===== config.mk =====
export PLATFORM = sky130hd
export DESIGN_NAME = mul_seq_nbit
export DESIGN_NICKNAME = d
export VERILOG_FILES = /design/src/rtl/mul_seq_nbit.sv
export SDC_FILE = /design/constraint.sdc
export NUM_CORES = 1
export LEC_CHECK = 0
export CAP_MARGIN = 20
export CORE_ASPECT_RATIO = 0.6
export CORE_MARGIN = 2
export CORE_UTILIZATION = 55
export DETAILED_ROUTE_END_ITERATION = 12
export GPL_TIMING_DRIVEN = 0
export PLACE_DENSITY = 0.81
export SETUP_SLACK_MARGIN = 0.4
export SYNTH_ARGS = -nofsm -noshare
export SYNTH_HDL_FRONTEND = slang
export SYNTH_SLANG_ARGS = --single-unit

===== constraint.sdc =====
create_clock -name clk_i -period 6 [get_ports clk_i]
set_input_delay 0.9 -clock clk_i [delete_from_list [all_inputs] [get_ports clk_i]]
set_output_delay 0.9 -clock clk_i [all_outputs]
set_load 0.02 [all_outputs]

===== src/rtl/mul_seq_nbit.sv =====
// mul_seq_nbit: iterative shift-add multiplier with valid/ready handshakes.
//
// Consumes BITS_PER_CYCLE multiplier bits per BUSY cycle, so one product takes
// L = DATA_WIDTH / BITS_PER_CYCLE BUSY cycles. Signed operands are reduced to
// magnitudes at capture time. The unsigned magnitude product is negated at the
// end if the operand signs differed.
//
// Ports:
//   clk_i        rising-edge clock
//   rst_ni       asynchronous active-low reset
//   in_valid_i   operands/mode valid           in_ready_o  accepting operands (IDLE)
//   signed_i     1 = two's complement operands a_i, b_i  multiplicand / multiplier
//   out_valid_o  product valid (DONE)          out_ready_i consumer takes product
//   p_o          2*DATA_WIDTH product, held until the next product completes
//   busy_o       multiplication in progress (BUSY)
module mul_seq_nbit #(
  parameter int DATA_WIDTH     = 16,
  parameter int BITS_PER_CYCLE = 1
) (
  input  logic                      clk_i,
  input  logic                      rst_ni,
  input  logic                      in_valid_i,
  output logic                      in_ready_o,
  input  logic                      signed_i,
  input  logic [DATA_WIDTH-1:0]     a_i,
  input  logic [DATA_WIDTH-1:0]     b_i,
  output logic                      out_valid_o,
  input  logic                      out_ready_i,
  output logic [2*DATA_WIDTH-1:0]   p_o,
  output logic                      busy_o
);

  localparam int N     = DATA_WIDTH;
  localparam int BPC   = BITS_PER_CYCLE;
  localparam int L     = N / BPC;
  localparam int PW    = 2 * N;
  localparam int PPW   = N + BPC;
  localparam int CNT_W = (L > 1) ? $clog2(L) : 1;
  localparam logic [CNT_W-1:0] LAST = CNT_W'(L - 1);

  typedef enum logic [1:0] {
    S_IDLE,
    S_BUSY,
    S_DONE
  } state_e;

  state_e           state_q, state_d;
  logic [N-1:0]     a_mag_q, a_mag_d;
  logic [N-1:0]     b_mag_q, b_mag_d;
  logic             neg_q, neg_d;
  logic [PW-1:0]    acc_q, acc_d;
  logic [PW-1:0]    p_q, p_d;
  logic [CNT_W-1:0] cnt_q, cnt_d;

  logic             a_neg, b_neg;
  logic [N-1:0]     a_mag_in, b_mag_in;
  logic [PPW-1:0]   pp_terms [BPC];
  logic [PPW-1:0]   pp;
  logic [PW-1:0]    acc_sum;

  // Operand magnitudes. -2^(N-1) negates to itself, which read as unsigned is
  // exactly its magnitude, so N bits are enough.
  assign a_neg    = signed_i & a_i[N-1];
  assign b_neg    = signed_i & b_i[N-1];
  assign a_mag_in = a_neg ? -a_i : a_i;
  assign b_mag_in = b_neg ? -b_i : b_i;

  // One shifted copy of |a| per multiplier bit consumed this cycle. b_mag_q is
  // shifted down each BUSY cycle, so its low BPC bits are always the next chunk.
  genvar gi;
  generate
    for (gi = 0; gi < BPC; gi++) begin : g_pp
      assign pp_terms[gi] = b_mag_q[gi] ? (PPW'(a_mag_q) << gi) : '0;
    end
  endgenerate

  always_comb begin
    pp = '0;
    for (int i = 0; i < BPC; i++) begin
      pp = pp + pp_terms[i];
    end
    // Chunk k of b carries weight 2^(k*BPC).
    acc_sum = acc_q + (PW'(pp) << (cnt_q * BPC));
  end

  always_comb begin
    state_d = state_q;
    a_mag_d = a_mag_q;
    b_mag_d = b_mag_q;
    neg_d   = neg_q;
    acc_d   = acc_q;
    p_d     = p_q;
    cnt_d   = cnt_q;

    unique case (state_q)
      S_IDLE: begin
        if (in_valid_i) begin
          a_mag_d = a_mag_in;
          b_mag_d = b_mag_in;
          neg_d   = a_neg ^ b_neg;
          acc_d   = '0;
          cnt_d   = '0;
          state_d = S_BUSY;
        end
      end
      S_BUSY: begin
        acc_d   = acc_sum;
        b_mag_d = b_mag_q >> BPC;
        cnt_d   = cnt_q + CNT_W'(1);
        if (cnt_q == LAST) begin
          p_d     = neg_q ? -acc_sum : acc_sum;
          state_d = S_DONE;
        end
      end
      S_DONE: begin
        if (out_ready_i) begin
          state_d = S_IDLE;
        end
      end
      default: state_d = S_IDLE;
    endcase
  end

  always_ff @(posedge clk_i or negedge rst_ni) begin
    if (!rst_ni) begin
      state_q <= S_IDLE;
      a_mag_q <= '0;
      b_mag_q <= '0;
      neg_q   <= 1'b0;
      acc_q   <= '0;
      p_q     <= '0;
      cnt_q   <= '0;
    end else begin
      state_q <= state_d;
      a_mag_q <= a_mag_d;
      b_mag_q <= b_mag_d;
      neg_q   <= neg_d;
      acc_q   <= acc_d;
      p_q     <= p_d;
      cnt_q   <= cnt_d;
    end
  end

  assign in_ready_o  = (state_q == S_IDLE);
  assign busy_o      = (state_q == S_BUSY);
  assign out_valid_o = (state_q == S_DONE);
  assign p_o         = p_q;

endmodule


==> flow_summary_export.csv <==
group,metric,value,unit
grt,grt_max_degree,60,
drt,drc,0,
grt,grt_overflow,0,
die,num_io_pins,72,
drt,dr.first_iter.drc_count,919,
setup_path,cp_max_fo,10,
hold_path,whs_path_depth,2,
final_layout,nets,1179,
logic_synthesis,synth.avg_cell_area,7.96,um^2
grt,grt_pass1_vias,7575,
hold_path,hold_class,"register to register",
die,die_w,161,um
logic_synthesis,synth_flop_cell,"dfrtp_1",
clocking,cts_hold_buf,0,
status,status,"finished clean",
final_layout,antennaDiodeCount,0,
final_layout,final_core_util,65.7,%
drt,drt_first_pass_iters,8,
setup_path,reg2regPathDepth,18,
setup_path,timing.rr.start,"cnt_q[0]",
sta,timing.fmax,0.183,GHz
logic_synthesis,synth.top_cell.area_share,31.8,%
logic_synthesis,ys_seq_elements,103,
pwr,ir_worst_vdd,0.368,mV
grt,grt_pass1_wl,41700,um
final_layout,layout_commonest_cell,"nand2_1",
die,die_h,98.1,um
final_layout,nFillCells,1274,
clocking,cts_max_level,3,
setup_path,cpMostUsedCell,"nor2_1",
logic_synthesis,synth_cells,1019,
logic_synthesis,synthesis.area,8110,um^2
hold_path,min_delay_worst_endpoint,"p_o[8]",
placed_design,place.gp.congestion,1.04,
die,coreArea,14500,um^2
setup_path,worst_path_largest_cell_delay,0.58,ns
die,row_count,34,
clocking,clkLatencyLatePin,0.36,ns
setup_path,r2r_slack,0.54,ns
sta,rsz0062_at_grt,"true",
final_layout,mostFrequentLayoutCells,"nand2_1, o21ai_0, dfrtp_1",
logic_synthesis,synth_top_area_cell,"dfrtp_1",
clocking,cts_sinks,103,
sta,slew_headroom,33.7,%
grt,track_usage,33.9,%
clocking,cts_tree,"yes",
setup_path,critPathLaunchType,"register",
placed_design,io_buffers,71,
clocking,cts_buffers,9,
sta,setup_violations,0,
final_layout,drive_above_1_share,7.29,%
pwr,p_clk_share,10.4,%
setup_path,arrival,5.68,ns
pwr,intPower,2890,uW
setup_path,cp.required,6.22,ns
sta,fin_crit_sh,91.0,%
setup_path,worst-setup-path-type,"register to register",
placed_design,dpl.hpwl,20300,um
setup_path,slowest_stage,"or4b_4",
clocking,cts_root_buf,"clkbuf_16",
setup_path,cp-end-kind,"register",
sta,fin_worst_skew,0.00909,ns
logic_synthesis,synth_edf_count,0,
sta,hold_violations,0,
setup_path,path_cells,"clkbuf_2 > clkbuf_4 > mux2_2 > o211ai_1 > nor2_1 > a31oi_1 > nor2_1 > ha_1 > a21oi_2 > o21ai_0 > a21oi_4 > xor2_1 > nand3b_1 > or2_1 > or4b_4 > o41ai_2 > xnor2_1 > o21ai_1",
sta,period_minus_slack,5.46,ns
clocking,clk_pin_slew,0.07,ns
placed_design,dp_cells,1289,
drt,viasPerCell,6.25,
drt,wl_per_cell,19.8,um
pwr,p_leak,0.00393,uW
logic_synthesis,async_reset_ff_share,100,%
logic_synthesis,synth_warnings,0,
drt,num_vias,8178,
sta,drv_slew,0,
setup_path,r2r-end,"p_o[31]",
grt,grt_antenna_before_repair,0,
logic_synthesis,syn_nets,1092,
die,start_util,56.1,%
job,drv_cap,0,
logic_synthesis,yosysSeqAreaShare,31.8,%
final_layout,fin_cells,1309,
logic_synthesis,synth.distinct_cells,80,
pwr,powerDensity,639,nW/um^2
pwr,netSwitchingFraction,52.4,%
drt,wirelength,25900,um
logic_synthesis,synth_top_cells_by_area,"dfrtp_1, o21ai_0, nand2_1",
pwr,netSwitchingPower,3180,uW
sta,setup-tns-final,0,ns
sta,tightest_slew,0.988,ns
drt,ant_nets,0,
pwr,pwr-share-comb,70.3,%
die,design.die.area,15800,um^2
final_layout,area_growth,17.1,%
pwr,p_seq_share,19.4,%
clocking,clockBufferDepth,2,
hold_path,min-delay-start,"p_o[8]",
==> synth_stat cells (all sizes together), types with 15 or more instances <==
library cell and count:
a21oi 54, and2 17, clkbuf 47, buf 17
inv 16, xor2 33, nand2 158, ha 35
nor3 19, nor2 74, o31ai 20, nand3 39
xnor2 41, a31oi 15, dfrtp 103, o21ai 139
==> through the flow <==
stage	instance area (um^2)	hold slack, ns	setup WS [ns]	total power [uW]
after floorplan	8110	0.456	1.24	4030
after global placement	9070	0.464	0.00535	5110
after detailed placement	9090	0.471	0.128	5200
after CTS	9410	0.488	0.403	5850
after global routing	9500	0.506	0.369	6530
final	9500	0.484	0.540	6070
==> final cells by class <==
type | instances | area (um^2) | area share [%]
Multi-Input combinational cell | 834 | 5260 | 55.3
Sequential cell | 103 | 2580 | 27.1
Timing Repair Buffer | 76 | 766 | 8.06
Buffer | 64 | 278 | 2.92
Tap cell | 198 | 248 | 2.61
Clock buffer | 10 | 229 | 2.41
Clock inverter | 6 | 77.6 | 0.817
Inverter | 18 | 67.6 | 0.711
==> worst max path at each step <==
stage | start | slack (ns) | cells past startpoint | to
2_1_floorplan | cnt_q[0] | 1.24 | 18 | p_o[31]
4_1_cts | cnt_q[0] | 0.40 | 19 | p_o[31]
5_1_grt | cnt_q[2] | 0.37 | 17 | p_o[31]
3_3_place_gp | rst_ni | 0.005 | 1 | acc_q[22]
6_report | cnt_q[0] | 0.54 | 18 | p_o[31]
3_5_place_dp | cnt_q[0] | 0.13 | 18 | p_o[31]
==> per-layer routing <==
| metal | routed length [um] | global-route usage [%] | share of wire (%) |
|---|---|---|---|
| met3 | 3490 | 13.6 | 13 |
| met1 | 12200 | 51.6 | 47 |
| met4 | 393 | 7.42 | 1.5 |
| met2 | 9840 | 44.5 | 38 |
| met5 | 0 | 0 | 0 |
==> sequential cells by signal, indices dropped and copies added, names as in the netlist <==
register,flops
a_mag_q,16
acc_q,32
b_mag_q,16
cnt_q,4
neg_q,1
p_o,32
state_q,2
==> critical path, delay by kind of cell, from the launching register on <==
| kind | cells | cell delay, ns |
|---|---|---|
| AOI/OAI and AO/OA | 7 | 1.71 |
| xor gates and xnor gates | 2 | 0.59 |
| adders and majority gates | 1 | 0.40 |
| buffers and inverters | 2 | 0.51 |
| DFF | 1 | 0.36 |
| muxes | 1 | 0.37 |
| and+or+nand+nor | 5 | 1.36 |
==> timing repair <==
action / CTS / global route
setup endpoints to repair: 12 / 14
pin swaps: 0 / 4
gates resized for setup: 3 / 19
endpoints found under the hold margin: 0 / 0
buffers inserted: 0 / 4
gates cloned: 0 / 0
==> power groups by stage <==
stage | sequential (uW) | combinational (uW) | clock [uW]
6_report | 1180 | 4270 | 629
5_1_grt | 1210 | 4660 | 660
4_1_cts | 1180 | 4050 | 627
3_5_place_dp | 1180 | 4010 | 0
3_3_place_gp | 1170 | 3940 | 0
2_1_floorplan | 1240 | 2790 | 0
==> kinds of logic (layout without fill, tap and decap cells) <==
group                      count (synthesis)  in the layout  share of synthesized area, %
AOI/OAI and AO/OA                        328            328                          26.3
and+or+nand+nor                          377            377                          21.7
adders and majority gates                 36             36                          5.65
DFF                                      103            103                          31.8
muxes                                     19             19                          2.45
xor gates and xnor gates                  74             74                          7.99
buffers and inverters                     82            174                          4.16
No activity file was read; power rests on OpenSTA's default activity.
